## config.mk

```make
export PLATFORM = sky130hd
export DESIGN_NAME = gf_mult_seq_mode
export DESIGN_NICKNAME = d
export VERILOG_FILES = /design/src/rtl/gf_mult_seq_mode.sv
export SDC_FILE = /design/constraint.sdc
export NUM_CORES = 1
export LEC_CHECK = 0
export BUFFER_PORTS_ARGS = -buffer_cell sky130_fd_sc_hd__buf_2
export CAP_MARGIN = 15
export CORE_MARGIN = 3
export CORE_UTILIZATION = 40
export CTS_CLUSTER_DIAMETER = 100
export DETAILED_ROUTE_END_ITERATION = 7
export GPL_ROUTABILITY_DRIVEN = 0
export SYNTH_ARGS = -nofsm -noshare
export SYNTH_HDL_FRONTEND = slang
export SYNTH_SLANG_ARGS = --single-unit
```

## constraint.sdc

```tcl
create_clock -name clk -period 4.4 [get_ports clk]
set_clock_uncertainty 0.15 [all_clocks]
set_input_delay 0.88 -clock clk [delete_from_list [all_inputs] [get_ports clk]]
set_output_delay 0.88 -clock clk [all_outputs]
set_load 0.02 [all_outputs]
```

## src/rtl/gf_mult_seq_mode.sv

```systemverilog
// Sequential W x W multiplier: D multiplier bits per cycle, MSB first, integer or carry-less mode.
// Define GF_REDUCE_EN to add in_poly and a bit-serial modular reduction pass for carry-less ops.
module gf_mult_seq_mode #(
    parameter int unsigned DATA_WIDTH  = 32,
    parameter int unsigned DIGIT_WIDTH = 1
) (
    input  logic                    clk,
    input  logic                    rst_n,
    input  logic                    op_enable,
    input  logic                    in_mode,
    input  logic [DATA_WIDTH-1:0]   in_mult_a,
    input  logic [DATA_WIDTH-1:0]   in_mult_b,
`ifdef GF_REDUCE_EN
    input  logic [DATA_WIDTH-1:0]   in_poly,
`endif
    output logic [2*DATA_WIDTH-1:0] out_mult_result,
    output logic                    op_busy,
    output logic                    op_finish
);

    localparam int unsigned W    = DATA_WIDTH;
    localparam int unsigned D    = DIGIT_WIDTH;
    localparam int unsigned N    = W / D;
    localparam int unsigned AccW = 2 * W;
    localparam int unsigned CntW = (W > 1) ? $clog2(W) : 1;

    typedef enum logic [1:0] {
        StIdle   = 2'd0,
        StCalc   = 2'd1,
`ifdef GF_REDUCE_EN
        StReduce = 2'd3,
`endif
        StDone   = 2'd2
    } state_e;

    state_e            state_q, state_d;
    logic [W-1:0]      a_q, a_d;
    logic [W-1:0]      b_q, b_d;
    logic              mode_q, mode_d;
    logic [AccW-1:0]   acc_q, acc_d;
    logic [CntW-1:0]   cnt_q, cnt_d;
    logic [AccW-1:0]   res_q, res_d;

    logic [D-1:0]      digit;
    logic [AccW-1:0]   a_ext;
    logic [AccW-1:0]   acc_shift;
    logic [AccW-1:0]   int_pp;
    logic [AccW-1:0]   cl_pp;
    logic [AccW-1:0]   step_val;

`ifdef GF_REDUCE_EN
    logic [W-1:0]      poly_q, poly_d;
    logic [AccW-1:0]   red_mask;
    logic [AccW-1:0]   acc_hi_sel;
    logic              red_bit;
`endif

    // b is consumed from its top bits; shifting it left exposes the next digit each step.
    assign digit     = b_q[W-1 -: D];
    assign a_ext     = {{W{1'b0}}, a_q};
    assign acc_shift = acc_q << D;

    always_comb begin
        int_pp = '0;
        cl_pp  = '0;
        for (int unsigned j = 0; j < D; j++) begin
            if (digit[j]) begin
                int_pp = int_pp + (a_ext << j);
                cl_pp  = cl_pp ^ (a_ext << j);
            end
        end
    end

    assign step_val = mode_q ? (acc_shift ^ cl_pp) : (acc_shift + int_pp);

`ifdef GF_REDUCE_EN
    // In REDUCE, cnt selects bit W+cnt; folding it clears that bit and only touches lower ones.
    assign red_mask   = {{(W-1){1'b0}}, 1'b1, poly_q} << cnt_q;
    assign acc_hi_sel = acc_q >> cnt_q;
    assign red_bit    = acc_hi_sel[W];
`endif

    always_comb begin
        state_d = state_q;
        a_d     = a_q;
        b_d     = b_q;
        mode_d  = mode_q;
        acc_d   = acc_q;
        cnt_d   = cnt_q;
        res_d   = res_q;
`ifdef GF_REDUCE_EN
        poly_d  = poly_q;
`endif
        unique case (state_q)
            StIdle: begin
                if (op_enable) begin
                    a_d     = in_mult_a;
                    b_d     = in_mult_b;
                    mode_d  = in_mode;
`ifdef GF_REDUCE_EN
                    poly_d  = in_poly;
`endif
                    acc_d   = '0;
                    cnt_d   = CntW'(N - 1);
                    state_d = StCalc;
                end
            end
            StCalc: begin
                if (!op_enable) begin
                    state_d = StIdle;
                end else begin
                    acc_d = step_val;
                    b_d   = b_q << D;
                    cnt_d = cnt_q - CntW'(1);
                    if (cnt_q == '0) begin
                        state_d = StDone;
                        res_d   = step_val;
`ifdef GF_REDUCE_EN
                        if (mode_q) begin
                            state_d = StReduce;
                            res_d   = res_q;
                            cnt_d   = CntW'(W - 1);
                        end
`endif
                    end
                end
            end
`ifdef GF_REDUCE_EN
            StReduce: begin
                if (!op_enable) begin
                    state_d = StIdle;
                end else begin
                    acc_d = red_bit ? (acc_q ^ red_mask) : acc_q;
                    cnt_d = cnt_q - CntW'(1);
                    if (cnt_q == '0) begin
                        state_d = StDone;
                        res_d   = {{W{1'b0}}, acc_d[W-1:0]};
                    end
                end
            end
`endif
            StDone: begin
                if (!op_enable) begin
                    state_d = StIdle;
                end
            end
            default: state_d = StIdle;
        endcase
    end

    always_ff @(posedge clk or negedge rst_n) begin
        if (!rst_n) begin
            state_q <= StIdle;
            a_q     <= '0;
            b_q     <= '0;
            mode_q  <= 1'b0;
            acc_q   <= '0;
            cnt_q   <= '0;
            res_q   <= '0;
`ifdef GF_REDUCE_EN
            poly_q  <= '0;
`endif
        end else begin
            state_q <= state_d;
            a_q     <= a_d;
            b_q     <= b_d;
            mode_q  <= mode_d;
            acc_q   <= acc_d;
            cnt_q   <= cnt_d;
            res_q   <= res_d;
`ifdef GF_REDUCE_EN
            poly_q  <= poly_d;
`endif
        end
    end

    assign out_mult_result = res_q;
    assign op_finish       = (state_q == StDone);
`ifdef GF_REDUCE_EN
    assign op_busy         = (state_q == StCalc) || (state_q == StReduce);
`else
    assign op_busy         = (state_q == StCalc);
`endif

endmodule

```

# --- Word level (Yosys, flattened, before mapping) ---
# Index checks and enable logic that the tools add are counted.
word_totals:
  ff_bits: 199
  input_bits: 68
  out_inout_bits: 66
  wordCells: 39
op_classes:
  n_addsub: 2
  eq_ne: 6
  muxes: 16
  bitwise_logic: 1
  reduce_logical: 7
op_table:
  columns: ["operator", "n"]
  rows:
  - ["63-bit 2-to-1 mux", 2]
  - ["63-bit one-hot mux with 2 select lines", 1]
  - ["32-bit 2-to-1 mux", 3]
  - ["64-bit by 32-bit adder with 64-bit output", 1]
  - ["64-bit 2-to-1 mux", 1]
  - ["32-bit one-hot mux with 2 select lines", 1]
  - ["64-bit by 32-bit bitwise XOR with 64-bit output", 1]
  - ["5-bit 2-to-1 mux", 2]
  - ["5-bit one-hot mux with 2 select lines", 1]
  - ["3-bit AND reduction", 3]
  - ["2-bit 2-to-1 mux", 4]
  - ["2-bit inequality test, second input constant", 3]
  - ["2-bit one-hot mux with 3 select lines", 1]
  - ["5-bit logical NOT", 1]
  - ["5-bit by 1-bit subtractor with 5-bit output, second input constant", 1]
  - ["3-bit by 2-bit inequality test with 1-bit output, second input constant", 1]
  - ["2-bit by 1-bit equality test with 1-bit output, second input constant", 1]
  - ["2-bit equality test, second input constant", 1]
  - ["2-bit logical NOT", 1]
  - ["2-bit AND reduction", 1]
  - ["2-bit nonzero test", 1]

# --- Longest topological paths before layout ---
logic_depth:
  word_depth: 5
  ltp_mapped: 13
  mapped_depth_nobuf: 12

# --- Worst setup path after synthesis ---
# OpenSTA, ideal clock, no wires.
synth_timing:
  path_type: "reg2reg"
  from: "register b_q[31]"
  to: "register acc_q[58]"
  setup_time_ns: 0.137
  arrival_time_ns: 2.981
  t_required_ns: 4.113
  slack_ns: 1.131
  stages_incl_launch_ff: 14
  period_less_slack_ns: 3.269
  path_cell_list: "dfrtp_1 -> clkbuf_1 -> and2_1 -> ha_1 -> clkbuf_1 -> a21o_1 -> a21o_1 -> a2111oi_0 -> nor4_1 -> a21oi_1 -> buf_2 -> a211oi_1 -> xnor2_1 -> o22ai_1"
synth_via:
  elab_chain_cells: 5
synth_rtl:
  columns: ["item", "line_no", "text"]
  rows:
  - ["start, declared", "38", "logic [W-1:0] b_q, b_d;"]
  - ["start signal, assigned", "155", "b_q <= '0;"]
  - ["start signal, assigned", "166", "b_q <= b_d;"]
  - ["32-bit 2-to-1 mux", "67", "if (digit[j]) begin"]
  - ["64-bit by 32-bit adder with 64-bit output", "74", "assign step_val = mode_q ? (acc_shift ^ cl_pp) : (acc_shift + int_pp);"]
  - ["64-bit 2-to-1 mux", "74", null]
  - ["63-bit 2-to-1 mux", "109", "if (!op_enable) begin"]
  - ["63-bit one-hot mux with 2 select lines", "94", "unique case (state_q)"]
  - ["end signal, assigned", "157", "acc_q <= '0;"]
  - ["end signal, assigned", "168", "acc_q <= acc_d;"]
  - ["end, declared", "40", "logic [AccW-1:0] acc_q, acc_d;"]
# Every way passes these cells. The select of a mux whose other input is x is not followed.
# A chain may end at the register's enable or synchronous reset.

# --- Worst setup path in the final report ---
layout_timing:
  from: "register b_q[31]"
  to: "register acc_q[37]"
# The elaborated chain is that of the path after synthesis.

==> impl_metrics.csv <==
group,metric,value,unit
cells_and_area,num-nets-final,1341,
floorplanning,dieArea,0.0288,mm^2
floorplanning,fp.dieW,170,um
floorplanning,ios,134,
sta,final.setup.tns,0,ns
clocking,cts_tree,"yes",
global_routing,met2_usage,0.303,
power,p_leak,5.49,nW
synthesis,async_flop_share,1.00,
setup_path,cp-start-kind,"register",
synthesis,synth_area_leaders,"dfrtp_1 (46%), o21ai_0 (7.5%), nand2_1 (7.3%)",
clocking,htreeDepth,4,
sta,drv_slew,0,
synthesis,ys_seq_area_frac,0.465,
setup_path,arrival,4.04,ns
global_routing,globalRouteMet3Util,0.0331,
route,drc,0,
synthesis,synth.distinct_cells,64,
synthesis,synth_edf_count,0,
status,status,"complete, no violations",
synthesis,synth_area_leader_cell,"dfrtp_1",
clocking,cts_hold_buf,0,
global_routing,busiest_layer,"met2",
clocking,numCtsBuffers,17,
clocking,cts_resized,0,
global_routing,grt_pass1_wl,44400,um
sta,setup_viol,0,
sta,max_freq,0.259,GHz
sta,worstMarginPinSlew,1.03,ns
cells_and_area,insertedDiodeCount,0,
synthesis,synth_cells,1146,
route,vias,8631,
placed_design,dp_hpwl,19100,um
sta,worst_slack,0.538,ns
setup_path,worstPathRequired,4.58,ns
global_routing,gr-total-overflow,0,
clocking,clk_path_buf_depth,2,
clocking,insertion_delay,0.44,ns
placed_design,pre_cts_ws,0.552,ns
cells_and_area,fin_util,0.468,
global_routing,grt_max_degree,93,
synthesis,synth_flop_cell,"dfrtp_1",
clocking,clock_sinks,199,
setup_path,critPathKind,"register to register",
cells_and_area,drive_gt1_frac,0.196,
synthesis,synth_top_area_frac,0.465,
synthesis,synth_commonest_cells,"nand2_1 (207), dfrtp_1 (199), o21ai_0 (160)",
sta,timing.final.hold_violations,0,
floorplanning,initial_core_util,0.409,
floorplanning,core-area,0.0262,mm^2
synthesis,synth_nets,1248,
global_routing,antenna_found_initial,0,
sta,maxSlewHeadroom,0.312,
clocking,clock-root-buffer,"clkbuf_16",
clocking,cts_setup_buffers,0,
setup_path,endpoint_kind,"register",
global_routing,grt_pass1_vias,8434,
setup_path,cp_max_fo,18,
job,maxCapViolations,0,
clocking,clk_pin_slew,0.08,ns
route,firstDrtPassIters,5,
route,drt_iter0_drc,669,
route,ant_nets,0,
global_routing,met1_usage,0.270,
power,vdd_drop_max,0.204,mV
sta,post-route-min-period,3.86,ns
synthesis,synth_seq_cells,199,
cells_and_area,area_growth,14.6,%
sta,rsz0062_at_grt,"no",
floorplanning,dieHeight,170,um
route,routed_wl,27200,um
synthesis,synth_area,0.0107,mm^2
synthesis,yosysMostFrequentCell,"nand2_1",
floorplanning,rows,59,
sta,min_period_over_period,0.878,
route,drt-wirelength-per-cell,17.1,um
setup_path,rrSetupSlack,0.54,ns
synthesis,avgSynthCellArea,9.35,um^2
synthesis,synth_warnings,0,
hold_path,hold_path.class,"register to register",
cells_and_area,fill_cells,2540,
sta,timing.hold.ws,0.324,ns
global_routing,grt.total_usage,0.189,
power,p_per_area,371,mW/mm^2
placed_design,port_buffers,133,
route,via_per_inst,5.44,
[flip-flops by register name (all words and copies together) (netlist names)]
name / flops
out_mult_result: 64
state_q: 2
b_q: 32
a_q: 32
cnt_q: 5
mode_q: 1
acc_q: 63
[metal layers]
| metal | wire, um | vias to the layer above |
|---|---|---|
| met5 | 0 | - |
| met4 | 262 | 0 |
| met3 | 1170 | 22 |
| li1 | - | 4223 |
| met2 | 12600 | 218 |
| met1 | 13100 | 4168 |
[through the flow]
step	cells	instance area [um^2]	power, W
after CTS	1587	12300	0.00459
after global placement	1555	11700	0.00297
after floorplan	1146	10700	0.00270
after detailed placement	1555	11700	0.00299
final	1587	12300	0.00456
after global routing	1587	12300	0.00480
[area by class of cell]
class | count | area [um^2] | share of cell area
Sequential cell | 199 | 4980 | 0.406
Inverter | 17 | 63.8 | 0.00520
Tap cell | 335 | 419 | 0.0341
Multi-Input combinational cell | 853 | 5390 | 0.439
Clock buffer | 18 | 439 | 0.0358
Timing Repair Buffer | 151 | 822 | 0.0670
Clock inverter | 14 | 159 | 0.0129
[cells in the final DEF, fill, tap and decap left out, types with 8 or more instances in the layout]
cell / instances
nand2_1: 206
dfrtp_1: 198
o21ai_0: 160
buf_2: 132
a21oi_1: 52
xnor2_1: 46
nor2_1: 35
and2_1: 34
nand3_1: 34
mux2_2: 33
mux2i_1: 33
ha_1: 33
nand4_1: 22
inv_1: 17
clkbuf_16: 17
buf_4: 17
a21o_1: 16
a211oi_1: 14
and3_1: 10
xor2_1: 10
a2111oi_2: 8
[worst max-delay path: stages (launching register included)]
cell and delay (ns):
dfrtp_1 0.68, buf_4 0.30, and2_1 0.15, ha_1 0.30
a21oi_1 0.26, o21bai_1 0.10, a21oi_1 0.22, nor2_1 0.11
nor3_4 0.76, a211oi_2 0.26, and3_1 0.22, a211o_1 0.21
[cell families (layout without fill, tap and decap cells)]
kind of cell | count (synthesis) | in the layout | share of synthesized area
and+or+nand+nor | 386 | 386 | 0.168
DFF | 199 | 199 | 0.465
buffers and inverters | 94 | 200 | 0.0346
adders and majority gates | 34 | 34 | 0.0404
muxes | 66 | 66 | 0.0655
AOI/OAI and AO/OA | 311 | 311 | 0.181
xor gates and xnor gates | 56 | 56 | 0.0458
[path summary, 6_finish.rpt]
check,startpoint,endpoint,cells past startpoint
worst min register to register,out_mult_result[7]$_DFFE_PN0P_,out_mult_result[7]$_DFFE_PN0P_,2
worst max register to register,b_q[31]$_DFFE_PN0P_,acc_q[37]$_DFFE_PN0P_,11
min in group asynchronous,rst_n,out_mult_result[18]$_DFFE_PN0P_,1
max in group asynchronous,rst_n,acc_q[58]$_DFFE_PN0P_,2
worst max-delay path,b_q[31]$_DFFE_PN0P_,acc_q[37]$_DFFE_PN0P_,11
worst min-delay path,out_mult_result[7]$_DFFE_PN0P_,out_mult_result[7]$_DFFE_PN0P_,2
[where the power goes]
group          leakage [nW]  internal, W  switching, W
clock                 0.294     0.000828      0.000779
sequential             2.62      0.00199      0.000118
combinational          2.58     0.000324      0.000520
Power figures use the tool's default switching activity.
